$ cat src/rtl/mix_column_sequencer.sv
// Round-datapath sequencer: issues four state columns to an external MixColumns stage,
// adds the round key to each returned column and repacks a 128-bit round result.
module mcs_col_lane #(
  parameter logic [1:0] LANE = 2'd0
) (
  input  logic        clock,
  input  logic        reset,
  input  logic        i_cap_vld,
  input  logic [1:0]  i_cap_tag,
  input  logic [31:0] i_col,
  output logic [31:0] o_word
);
  logic [31:0] r_word;

  always_ff @(posedge clock) begin
    if (reset)                                 r_word <= '0;
    else if (i_cap_vld && (i_cap_tag == LANE)) r_word <= i_col;
  end

  assign o_word = r_word;
endmodule

module mix_column_sequencer #(
  parameter int MIX_LATENCY = 1
) (
  input  logic         clock,
  input  logic         reset,
  input  logic         in_valid,
  output logic         in_ready,
  input  logic [127:0] in_state,
  input  logic [127:0] in_key,
  input  logic         in_last,
  output logic [31:0]  mix_col_out,
  input  logic [31:0]  mix_col_in,
  output logic         out_valid,
  input  logic         out_ready,
  output logic [127:0] out_state
);
  localparam logic [1:0] S_IDLE  = 2'd0;
  localparam logic [1:0] S_ISSUE = 2'd1;
  localparam logic [1:0] S_DRAIN = 2'd2;
  localparam logic [1:0] S_DONE  = 2'd3;
  localparam logic [1:0] DRAIN_LAST = 2'(MIX_LATENCY - 1);

  logic [1:0]   r_state;
  logic [1:0]   r_issue_cnt;
  logic [1:0]   r_drain_cnt;
  logic [127:0] r_st;
  logic [127:0] r_key;
  logic         r_last;
  logic [31:0]  r_mix_out;

  logic [MIX_LATENCY-1:0]       r_vld_pipe;
  logic [MIX_LATENCY-1:0][1:0]  r_tag_pipe;
  logic [MIX_LATENCY-1:0][31:0] r_raw_pipe;

  logic         w_accept;
  logic [1:0]   w_next_idx;
  logic [31:0]  w_next_col;
  logic         w_cap_vld;
  logic [1:0]   w_cap_tag;
  logic [31:0]  w_cap_raw;
  logic [31:0]  w_key_word;
  logic [31:0]  w_cap_col;
  logic [3:0][31:0] w_res;

  assign in_ready  = (r_state == S_IDLE) && !reset;
  assign out_valid = (r_state == S_DONE);
  assign w_accept  = in_valid && in_ready;
  assign mix_col_out = r_mix_out;

  assign w_next_idx = r_issue_cnt + 2'd1;

  always_comb begin
    w_next_col = r_st[127:96];
    case (w_next_idx)
      2'd0: w_next_col = r_st[127:96];
      2'd1: w_next_col = r_st[95:64];
      2'd2: w_next_col = r_st[63:32];
      2'd3: w_next_col = r_st[31:0];
      default: w_next_col = r_st[127:96];
    endcase
  end

  // Column 0 is loaded on the accept edge so it is on the bus in the first ISSUE cycle.
  always_ff @(posedge clock) begin
    if (reset) begin
      r_state     <= S_IDLE;
      r_issue_cnt <= '0;
      r_drain_cnt <= '0;
      r_st        <= '0;
      r_key       <= '0;
      r_last      <= 1'b0;
      r_mix_out   <= '0;
    end else begin
      case (r_state)
        S_IDLE: begin
          if (w_accept) begin
            r_st        <= in_state;
            r_key       <= in_key;
            r_last      <= in_last;
            r_issue_cnt <= '0;
            r_mix_out   <= in_state[127:96];
            r_state     <= S_ISSUE;
          end
        end
        S_ISSUE: begin
          r_issue_cnt <= w_next_idx;
          if (r_issue_cnt == 2'd3) begin
            r_drain_cnt <= '0;
            r_state     <= S_DRAIN;
          end else begin
            r_mix_out <= w_next_col;
          end
        end
        S_DRAIN: begin
          if (r_drain_cnt == DRAIN_LAST) r_state <= S_DONE;
          else                           r_drain_cnt <= r_drain_cnt + 2'd1;
        end
        S_DONE: begin
          if (out_ready) r_state <= S_IDLE;
        end
        default: r_state <= S_IDLE;
      endcase
    end
  end

  // Raw column + tag travel alongside MixColumns so the bypass path lines up with mix_col_in.
  always_ff @(posedge clock) begin
    if (reset) begin
      r_vld_pipe <= '0;
      r_tag_pipe <= '0;
      r_raw_pipe <= '0;
    end else begin
      r_vld_pipe[0] <= (r_state == S_ISSUE);
      r_tag_pipe[0] <= r_issue_cnt;
      r_raw_pipe[0] <= r_mix_out;
      for (int i = 1; i < MIX_LATENCY; i++) begin
        r_vld_pipe[i] <= r_vld_pipe[i-1];
        r_tag_pipe[i] <= r_tag_pipe[i-1];
        r_raw_pipe[i] <= r_raw_pipe[i-1];
      end
    end
  end

  assign w_cap_vld = r_vld_pipe[MIX_LATENCY-1];
  assign w_cap_tag = r_tag_pipe[MIX_LATENCY-1];
  assign w_cap_raw = r_raw_pipe[MIX_LATENCY-1];

  always_comb begin
    w_key_word = r_key[127:96];
    case (w_cap_tag)
      2'd0: w_key_word = r_key[127:96];
      2'd1: w_key_word = r_key[95:64];
      2'd2: w_key_word = r_key[63:32];
      2'd3: w_key_word = r_key[31:0];
      default: w_key_word = r_key[127:96];
    endcase
  end

  assign w_cap_col = (r_last ? w_cap_raw : mix_col_in) ^ w_key_word;

  genvar g;
  generate
    for (g = 0; g < 4; g++) begin : g_lane
      mcs_col_lane #(.LANE(2'(g))) u_lane (
        .clock     (clock),
        .reset     (reset),
        .i_cap_vld (w_cap_vld),
        .i_cap_tag (w_cap_tag),
        .i_col     (w_cap_col),
        .o_word    (w_res[g])
      );
    end
  endgenerate

  assign out_state = {w_res[0], w_res[1], w_res[2], w_res[3]};
endmodule

$ cat config.mk
export PLATFORM = sky130hd
export DESIGN_NAME = mix_column_sequencer
export DESIGN_NICKNAME = d
export VERILOG_FILES = /design/src/rtl/mix_column_sequencer.sv
export SDC_FILE = /design/constraint.sdc
export NUM_CORES = 1
export LEC_CHECK = 0
export ABC_CLOCK_PERIOD_IN_PS = 2470
export BUFFER_PORTS_ARGS = -buffer_cell sky130_fd_sc_hd__buf_2
export CAP_MARGIN = 15
export CORE_MARGIN = 4
export CORE_UTILIZATION = 53
export CTS_CLUSTER_DIAMETER = 30
export DETAILED_ROUTE_END_ITERATION = 6
export GPL_TIMING_DRIVEN = 0
export PLACE_DENSITY = 0.79
export SLEW_MARGIN = 15
export SYNTH_ARGS = -nofsm -noshare
export SYNTH_HDL_FRONTEND = slang
export SYNTH_SLANG_ARGS = --single-unit
$ cat constraint.sdc
create_clock -name clock -period 2.47 [get_ports clock]
set_input_delay 0.494 -clock clock [delete_from_list [all_inputs] [get_ports clock]]
set_output_delay 0.494 -clock clock [all_outputs]
set_load 0.02 [all_outputs]
Word level (Yosys, flattened, before mapping) --
Cells that the tools add are included.
Operators by class: add/subtract/negate cells 2, reductions and logical operators 18, mux-type cells 16, bitwise logic cells 1, equal/unequal tests 16
Operators by type and width (number):
- $pmux W32 S4 | 2
- $mux W32 | 3
- $pmux W32 S2 | 1
- $xor A32 B32 Y32 | 1
- $eq A2 B2 Y1 const B | 7
- $mux W2 | 7
- $ne A2 B2 Y1 const B | 5
- $logic_not A2 Y1 | 4
- $pmux W2 S2 | 2
- $pmux W2 S4 | 1
- $eq A2 B1 Y1 const B | 3
- $logic_and A1 B1 Y1 | 6
- $reduce_and A3 Y1 | 2
- $add A2 B1 Y2 const B | 2
- $reduce_and A2 Y1 | 2
- $reduce_and A4 Y1 | 1
- $reduce_bool A2 Y1 | 2
- $ne A2 B1 Y1 const B | 1
- $logic_not A1 Y1 | 1
Word-level totals: logic and storage cells 67, input bits 293, output and inout port bits 162, register bits 458

Depth between registers and ports, before layout --
Gate-level depths: netlist of the first run.
depth after elaboration 5, depth in mapped cells 9, depth with buffers taken out 6

By module --
A second synthesis of the first run with hierarchy kept.
Second synthesis, totals: cells, all modules 2236, area total of the unflattened synthesis 20571.0 um2
Modules (own cells, without submodules):
- mix_column_sequencer | area an instance 14694.1 um2, times used 1, cells an instance 1676, sequential area each 6606.3 um2
- mcs_col_lane at g_lane[1].u_lane ... | area an instance 1468.9 um2, times used 2, cells an instance 140, sequential area each 640.6 um2
- mcs_col_lane at g_lane[0].u_lane | area an instance 1472.7 um2, times used 1, cells an instance 140, sequential area each 640.6 um2
- mcs_col_lane at g_lane[3].u_lane | area an instance 1466.4 um2, times used 1, cells an instance 140, sequential area each 640.6 um2

Worst setup path after synthesis of the first run --
Ideal clock, no wire load.
path kind register -> register, start register r_state[1], end register r_mix_out[10] (netlist: mix_col_out[10]), path buffers 2, setup slack 764 ps, stages on the path, launching flop included 8, arrival time 1589 ps, data required time 2353 ps, setup time 117 ps, clock period less this slack 1706 ps, cells stage by stage dfxtp_1 > inv_1 > ha_1 > buf_2 > and2_1 > a211oi_4 > buf_4 > o21ai_1
On the way: cells in the longest elaborated chain, start to end 5, elaborated cells between the ends (all ways) 9, those cells by class 3 x eq/ne; 1 x mux; 5 x reduce/logical
RTL lines:
- start: declaration | line 45 | logic [1:0] r_state;
- start signal: assignment | line 88 | r_state <= S_IDLE;
- start signal: assignment | line 104 | r_state <= S_ISSUE;
- start signal: assignment | line 111 | r_state <= S_DRAIN;
- $logic_not A2 Y1 | line 67, 96
- $logic_and A1 B1 Y1 | line 67 | assign in_ready = (r_state == S_IDLE) && !reset;
- $logic_and A1 B1 Y1 | line 69 | assign w_accept = in_valid && in_ready;
- $ne A2 B2 Y1 (no line)
- $reduce_and A3 Y1 (no line)
- end signal: assignment | line 103 | r_mix_out <= in_state[127:96];
- end signal: assignment | line 113 | r_mix_out <= w_next_col;
- end: declaration | line 51 | logic [31:0] r_mix_out;
Several ways; a longest one is shown, not always the timed one. A chain may end at the register's enable or synchronous reset.

Final worst setup path of the first run --
start register r_state[0], end output in_ready
On the way: cells in the longest elaborated chain, start to end 2
RTL lines:
- $logic_not A2 Y1 | line 67
- $logic_and A1 B1 Y1 | line 67
- end: declaration | line 29 | output logic in_ready,
Every way passes these cells.

==> results.ini, run 1 <==
[outcome]
result_of_the_run=finished, final reports clean

[synth]
synthesis.yosys.warnings=0
postSynthAreaPerCell_um2=8.26
synthFlopType=sky130_fd_sc_hd__dfxtp_1
synth_area_um2=17800
post_synth_inst_count=2159
syn_nets=2462
synth.ff_latch_count=458
seq_total_area_yosys_pct=51.4
ys_async_sr_fraction_pct=0
distinct_cell_type_count_after_synthesis=37
number_of_enable_type_register_cells_in_the_synthesized_netlist=0

[clocking]
cts_buffer_depth=3
clkSlewWorstSetupHoldPaths_ps=50
cts_post_setup_buffers_inserted=0
cts_inserted_buffers=83
clock_latency_ps=600
cts-resized-gates=0
tritoncts=yes
cts_root_buf=sky130_fd_sc_hd__clkbuf_16
ctsHtreeMaxLevel=3
holdBufCountCts=0
cts.sinks=458

[routing]
total_number_of_vias=17600
detail_route.wirelength_mm=64.8
drt-pass1-iter-count=5
detail_route.iter0.violations=1429
post_drt_via_cell_ratio=5.47
route.antenna.remaining_nets=0
routed_wire_length_per_instance_um=20.2
drc=0

[cells_and_area]
register_area_um2=9170
multi_input_comb_area_um2=7550
area.growth.synth_to_final_pct=32.2
final_layout_size_suffix_gt1_share_pct=24.3
most_common_cell_after_layout_fill_and_taps_aside=sky130_fd_sc_hd__nand2_1
most-common-layout-cells=sky130_fd_sc_hd__nand2_1, sky130_fd_sc_hd__buf_2, sky130_fd_sc_hd__dfxtp_1
fillerInstances=2642
design.final.nets=3001

[global_routing]
antenna_found_initial=11
wire_length_of_the_first_global_routing_pass_mm=96.0
grt_pass1_vias=17200
grt.total_usage_pct=33.9
grt_start_max_net_pins=14
grt.overflow.total=0

[sta]
final_setup_violations=0
maxSlewHeadroom_pct=48.5
maxSlewViolCount=0
worst_clock_skew_ps=23.4
rsz0062_at_grt=no
post-route-min-period_ps=2380
worstMarginPinSlew_ps=769
setup_tns_ps=0
max_freq_mhz=420
hold_viol=0
timing.final.crit_share_pct=96.5

[placement]
globalplace.congestion=0.926
port-buffer-count=454
detailedPlacementHpwl_mm=50.2

[die]
floorplan.rows=66
core_area_um2=32900
die_width_um=191
die_height_um=191
die_area_um2=36700
effective_utilization_at_floorplan_pct=54.3
boundary_pins=455

[pwr]
power.static_leakage_nw=9.99
post-layout-total-power_mw=27.4
irDropWorstVdd_mv=0.711
powerDensity_nw_per_um2=1160

[worst_setup_path]
critPathLaunchType=flip-flop
setup_crit_end_kind=output pin
timing_worst_setup_path_type=reg2out
required_time_of_the_critical_path_ps=1980
worst-r2r-cell-count=7
worst_ep_arrival_time_ps=1890
critPathMaxFanout=6

[worst_hold_path]
min_path_cells=3
min-delay-path-class=in2reg

[job]
timing.max_cap.violations=0

## critical path, stage by stage, from the launching register on
cell and delay [ps]:
sky130_fd_sc_hd__dfxtp_1 350, sky130_fd_sc_hd__inv_1 120, sky130_fd_sc_hd__ha_1 300, sky130_fd_sc_hd__nor2b_2 300, sky130_fd_sc_hd__buf_2 210
## power by group
group,switching (mW),internal [mW]
combinational,4.24,2.16
sequential,0.671,8.76
clock,4.09,7.51
## synth_stat cells (all sizes together) (2+ instances only)
master,n,share of area (%)
dfxtp,458,51
ha,10,0.70
o31ai,32,1.3
o21ai,386,11
a31oi,35,1.3
a211oi,2,0.15
clkbuf,91,1.9
nor2,41,0.86
nand2,674,14
xnor2,63,3.1
a22oi,32,1.3
a21oi,4,0.11
and2,3,0.11
buf,70,2.8
nand4,32,1.1
nand2b,4,0.14
and3,3,0.11
inv,75,1.6
nor2b,4,0.14
mux2i,97,5.4
nand3,34,0.95
## metal layers
layer  track usage (%)  share of wire (%)  up-vias
met1              40.2                 38     8195
met2              58.9                 49      923
met4              15.9                4.4       14
met5                 0               0.16        -
li1                  -                  -     8272
met3              7.14                8.5      167
## state kept, by name, indices dropped and copies added, names as in the netlist
name and cells:
g_lane.u_lane.o_word 128, mix_col_out 32, r_drain_cnt 2, r_issue_cnt 2, r_key 128, r_last 1, r_raw_pipe 32, r_st 128
r_state 2, r_tag_pipe 2, r_vld_pipe 1
## cells by family (layout without fill, tap and decap cells)
group	after synthesis	after routing	synth area share [%]
and+or+nand+nor	798	798	17.7
AOI/OAI and AO/OA	496	496	15.3
DFF	458	458	51.4
buffers and inverters	236	842	6.28
muxes	97	97	5.44
xor gates and xnor gates	64	64	3.14
adders and majority gates	10	10	0.701
other	0	5	0
## worst paths after layout
path         slack [ps]           start             to
max reg2reg         160      r_state[0]     r_key[120]
max                  90      r_state[0]       in_ready
min                  90    in_state[24]       r_st[24]
min reg2reg         440  mix_col_out[3]  r_raw_pipe[3]
## area by class of cell
| type | instances | area share (%) |
|---|---|---|
| multi-input cells | 1465 | 32.0 |
| repair buffers | 454 | 9.64 |
| inverters | 75 | 1.19 |
| well taps | 442 | 2.35 |
| clock inverters | 58 | 3.04 |
| diodes | 5 | 0.0531 |
| flip-flops and latches | 458 | 38.9 |
| plain buffers | 161 | 3.56 |
| clock buffers | 94 | 9.24 |
## metrics by stage
| stage | area (um^2) | std cells | utilization (%) | setup slack [ps] | hold slack, ps |
|---|---|---|---|---|---|
| finish | 23600 | 3212 | 71.7 | 87.4 | 89.3 |
| global route | 23600 | 3211 | 71.7 | 45.4 | 97.0 |
| CTS | 23600 | 3207 | 71.7 | 26.8 | 76.6 |
| detailed placement | 20700 | 3055 | 62.9 | 134 | 437 |
| global placement | 20700 | 3055 | 62.9 | 223 | 431 |
| floorplan | 17800 | 2159 | - | 764 | 428 |
(Power assumes the default switching activity.)
==> run 2, diff against run 1 <==
- CORE_UTILIZATION: 53 -> 55
- PLACE_DENSITY: 0.79 -> 0.8
- SYNTH_HIERARCHICAL: not set -> 1
==> run 2 against run 1 <==
Effect of this change:
- clock skew is 4.9 ps lower
- largest cell class is now multi-input gates
- synthesized cell count is 3.6% higher
- global-route usage is 2.6 points lower
- critical endpoint is now g_lane[0].u_lane/o_word[14]
- routed wire length is 3.9% higher
- sequential power is 2.3% higher
- register-to-register slack worse by 100 ps
==> results.ini, run 2 <==
[synth]
synthSimpleGateAreaFrac_pct=26.0
synthesis.yosys.warnings=6
post-synth-top-area-fraction_pct=44.6
postSynthAreaPerCell_um2=9.20
netlist_top_cells_area=sky130_fd_sc_hd__dfxtp_1, sky130_fd_sc_hd__nand2b_1, sky130_fd_sc_hd__mux2i_1
seq_total_area_yosys_pct=44.6
synth_area_um2=20600
ys_async_sr_fraction_pct=0
syn_nets=2539
number_of_enable_type_register_cells_in_the_synthesized_netlist=0
synthMuxAreaShare_pct=11.4
synth.ff_latch_count=458
synth_common_cells=sky130_fd_sc_hd__nand2b_1, sky130_fd_sc_hd__dfxtp_1, sky130_fd_sc_hd__nand2_1
synthFlopType=sky130_fd_sc_hd__dfxtp_1
dominant_combinational_cell_family_by_area_after_synthesis=simple AND/OR/NAND/NOR gates
synthMostInstantiatedCell=sky130_fd_sc_hd__nand2b_1
area_fraction_in_compound_gates_after_synthesis_pct=9.96
yosys.area_share.adder_pct=0.608
synth_xor_xnor_area_share_pct=1.36
synth_area_leader_cell=sky130_fd_sc_hd__dfxtp_1
distinct_cell_type_count_after_synthesis=37
post_synth_inst_count=2236

[placement]
place_ws_ps=-258
globalplace.congestion=0.908
post_dp_cell_area_um2=23400
numPlacedInstances=3157
detailedPlacementHpwl_mm=51.1
port-buffer-count=453

[sta]
timing.final.crit_share_pct=97.6
rsz0062_at_grt=yes
hold_viol=0
max_freq_mhz=415
worstMarginPinSlew_ps=796
pnr_worst_setup_slack_ps=58.9
worst_clock_skew_ps=18.5
final_setup_violations=0
setup_tns_ps=0
hold_ws_ps=80.3
maxSlewHeadroom_pct=47.0
post-route-min-period_ps=2410
maxSlewViolCount=0

[worst_setup_path]
worstReg2RegEnd=g_lane[0].u_lane/o_word[14]
cp.buffers_inverters=2
setup_crit_end_kind=flip-flop
required_time_of_the_critical_path_ps=2990
critPathMostFrequentCell=sky130_fd_sc_hd__buf_2
critPathLaunchType=flip-flop
critical_path.slowest_cell=sky130_fd_sc_hd__mux4_2
worst-r2r-cell-count=6
crit_path_cell_trace=buf_2 -> buf_2 -> mux4_2 -> xnor2_1 -> nand2b_1 -> mux2i_1
path_delay_family=multiplexers
worst_ep_arrival_time_ps=2930
timing_worst_setup_path_type=reg2reg
r2r_start=r_tag_pipe[0]
regToRegSetupSlack_ps=60
slowest_delay_ps=560
critPathMaxFanout=10

[die]
effective_utilization_at_floorplan_pct=55.9
die_area_um2=40600
boundary_pins=455
floorplan.rows=70
die_width_um=201
die_height_um=201
core_area_um2=36800

[routing]
drt-pass1-iter-count=5
detail_route.wirelength_mm=67.2
detail_route.iter0.violations=1046
total_number_of_vias=18100
routed_wire_length_per_instance_um=20.1
drc=0
post_drt_via_cell_ratio=5.43
route.antenna.remaining_nets=0

[cells_and_area]
finalInstanceArea_um2=27000
most-common-layout-cells=sky130_fd_sc_hd__nand2b_1, sky130_fd_sc_hd__buf_2, sky130_fd_sc_hd__dfxtp_1
most_common_cell_after_layout_fill_and_taps_aside=sky130_fd_sc_hd__nand2b_1
layoutNonFillerInstCount=3338
final_layout_size_suffix_gt1_share_pct=26.5
design.final.nets=3085
fillerInstances=2695
postLayoutCoreUtil_pct=73.3
area.growth.synth_to_final_pct=31.1

[pwr]
powerDensity_nw_per_um2=1100
power.static_leakage_nw=10.9
irDropWorstVdd_mv=0.632
post-layout-total-power_mw=29.8

[global_routing]
antenna_found_initial=22
grt_start_max_net_pins=13
grt.overflow.total=0
wire_length_of_the_first_global_routing_pass_mm=101
grt_pass1_vias=18500
grt.total_usage_pct=31.4

[worst_hold_path]
min_to=r_st[54]
min_from=in_state[54]
min-delay-path-class=in2reg
min_path_cells=3

[clocking]
cts.sinks=458
cts_root_buf=sky130_fd_sc_hd__clkbuf_16
clkSlewWorstSetupHoldPaths_ps=50
tritoncts=yes
ctsHtreeMaxLevel=3
clock_latency_ps=600
cts_buffer_depth=3
cts_inserted_buffers=91

[outcome]
result_of_the_run=finished, final reports clean

[job]
timing.max_cap.violations=0

## run 2: cell count changes after synthesis, moves of 34 or more
| cell | delta |
|---|---|
| sky130_fd_sc_hd__a31oi_1 | -34 |
| sky130_fd_sc_hd__inv_1 | -68 |
| sky130_fd_sc_hd__mux2i_1 | +65 |
| sky130_fd_sc_hd__nand2_1 | -383 |
| sky130_fd_sc_hd__nand2b_1 | +574 |
| sky130_fd_sc_hd__nor2b_1 | +34 |
| sky130_fd_sc_hd__o21ai_0 | -108 |
## run 2: worst max-delay path by stage
stage | cells after the start | slack, ps | endpoint | from
2_1_floorplan | 6 | 590 | g_lane[0].u_lane/o_word[10] | r_tag_pipe[0]
3_3_place_gp | 6 | -210 | g_lane[2].u_lane/o_word[30] | r_tag_pipe[1]
3_5_place_dp | 6 | -260 | g_lane[1].u_lane/o_word[30] | r_tag_pipe[1]
4_1_cts | 6 | 7 | g_lane[3].u_lane/o_word[3] | r_tag_pipe[0]
5_1_grt | 6 | -80 | g_lane[2].u_lane/o_word[14] | r_tag_pipe[0]
6_report | 6 | 60 | g_lane[0].u_lane/o_word[14] | r_tag_pipe[0]
## run 2: final cells by class
type	count	area [um^2]	share of cell area [%]
antenna	13	32.5	0.121
buffer	180	1240	4.58
inverter	6	22.5	0.0835
clock inverter	56	801	2.97
multi-input combinational	1592	10300	38.4
timing repair buffer	453	2270	8.41
sequential	458	9170	34.0
clock buffer	112	2510	9.30
tap	468	586	2.17
## run 2: metal layers
| metal | track usage [%] | wire length [um] | up-vias |
|---|---|---|---|
| li1 | - | - | 8553 |
| met1 | 35.9 | 25600 | 8593 |
| met2 | 55.7 | 33800 | 798 |
| met3 | 8.19 | 5230 | 162 |
| met4 | 13.1 | 2450 | 20 |
| met5 | 0 | 134 | - |
## run 2: logic make-up (layout without fill, tap and decap cells)
family | count (synthesis) | in the layout
AND/OR/NAND/NOR | 990 | 990
flip-flops | 458 | 458
AO/OA/AOI/OAI | 366 | 366
multiplexers | 194 | 194
buffers and inverters | 186 | 807
XOR/XNOR | 32 | 32
adder cells (fa/ha/maj) | 10 | 10
other | 0 | 13
## run 2: report_power, final
part	internal (mW)	switching, mW
registers	8.83	0.824
logic	2.83	4.25
clock network	8.91	4.15
total	20.6	9.23
## run 2: worst reg2reg max path, cell delays in order, from the launching register on
cell	delay, ps
sky130_fd_sc_hd__dfxtp_1	450
sky130_fd_sc_hd__buf_2	250
sky130_fd_sc_hd__buf_2	370
sky130_fd_sc_hd__mux4_2	560
sky130_fd_sc_hd__xnor2_1	430
sky130_fd_sc_hd__nand2b_1	120
sky130_fd_sc_hd__mux2i_1	150
## run 2: repair_timing
| item | 4_1_cts | 5_1_grt |
|---|---|---|
| setup buffers | 0 | 0 |
| resized for setup | 16 | 13 |
| endpoints found under the hold margin | 0 | 0 |
| setup endpoints to repair | 78 | 77 |
| hold buffers | 0 | 0 |
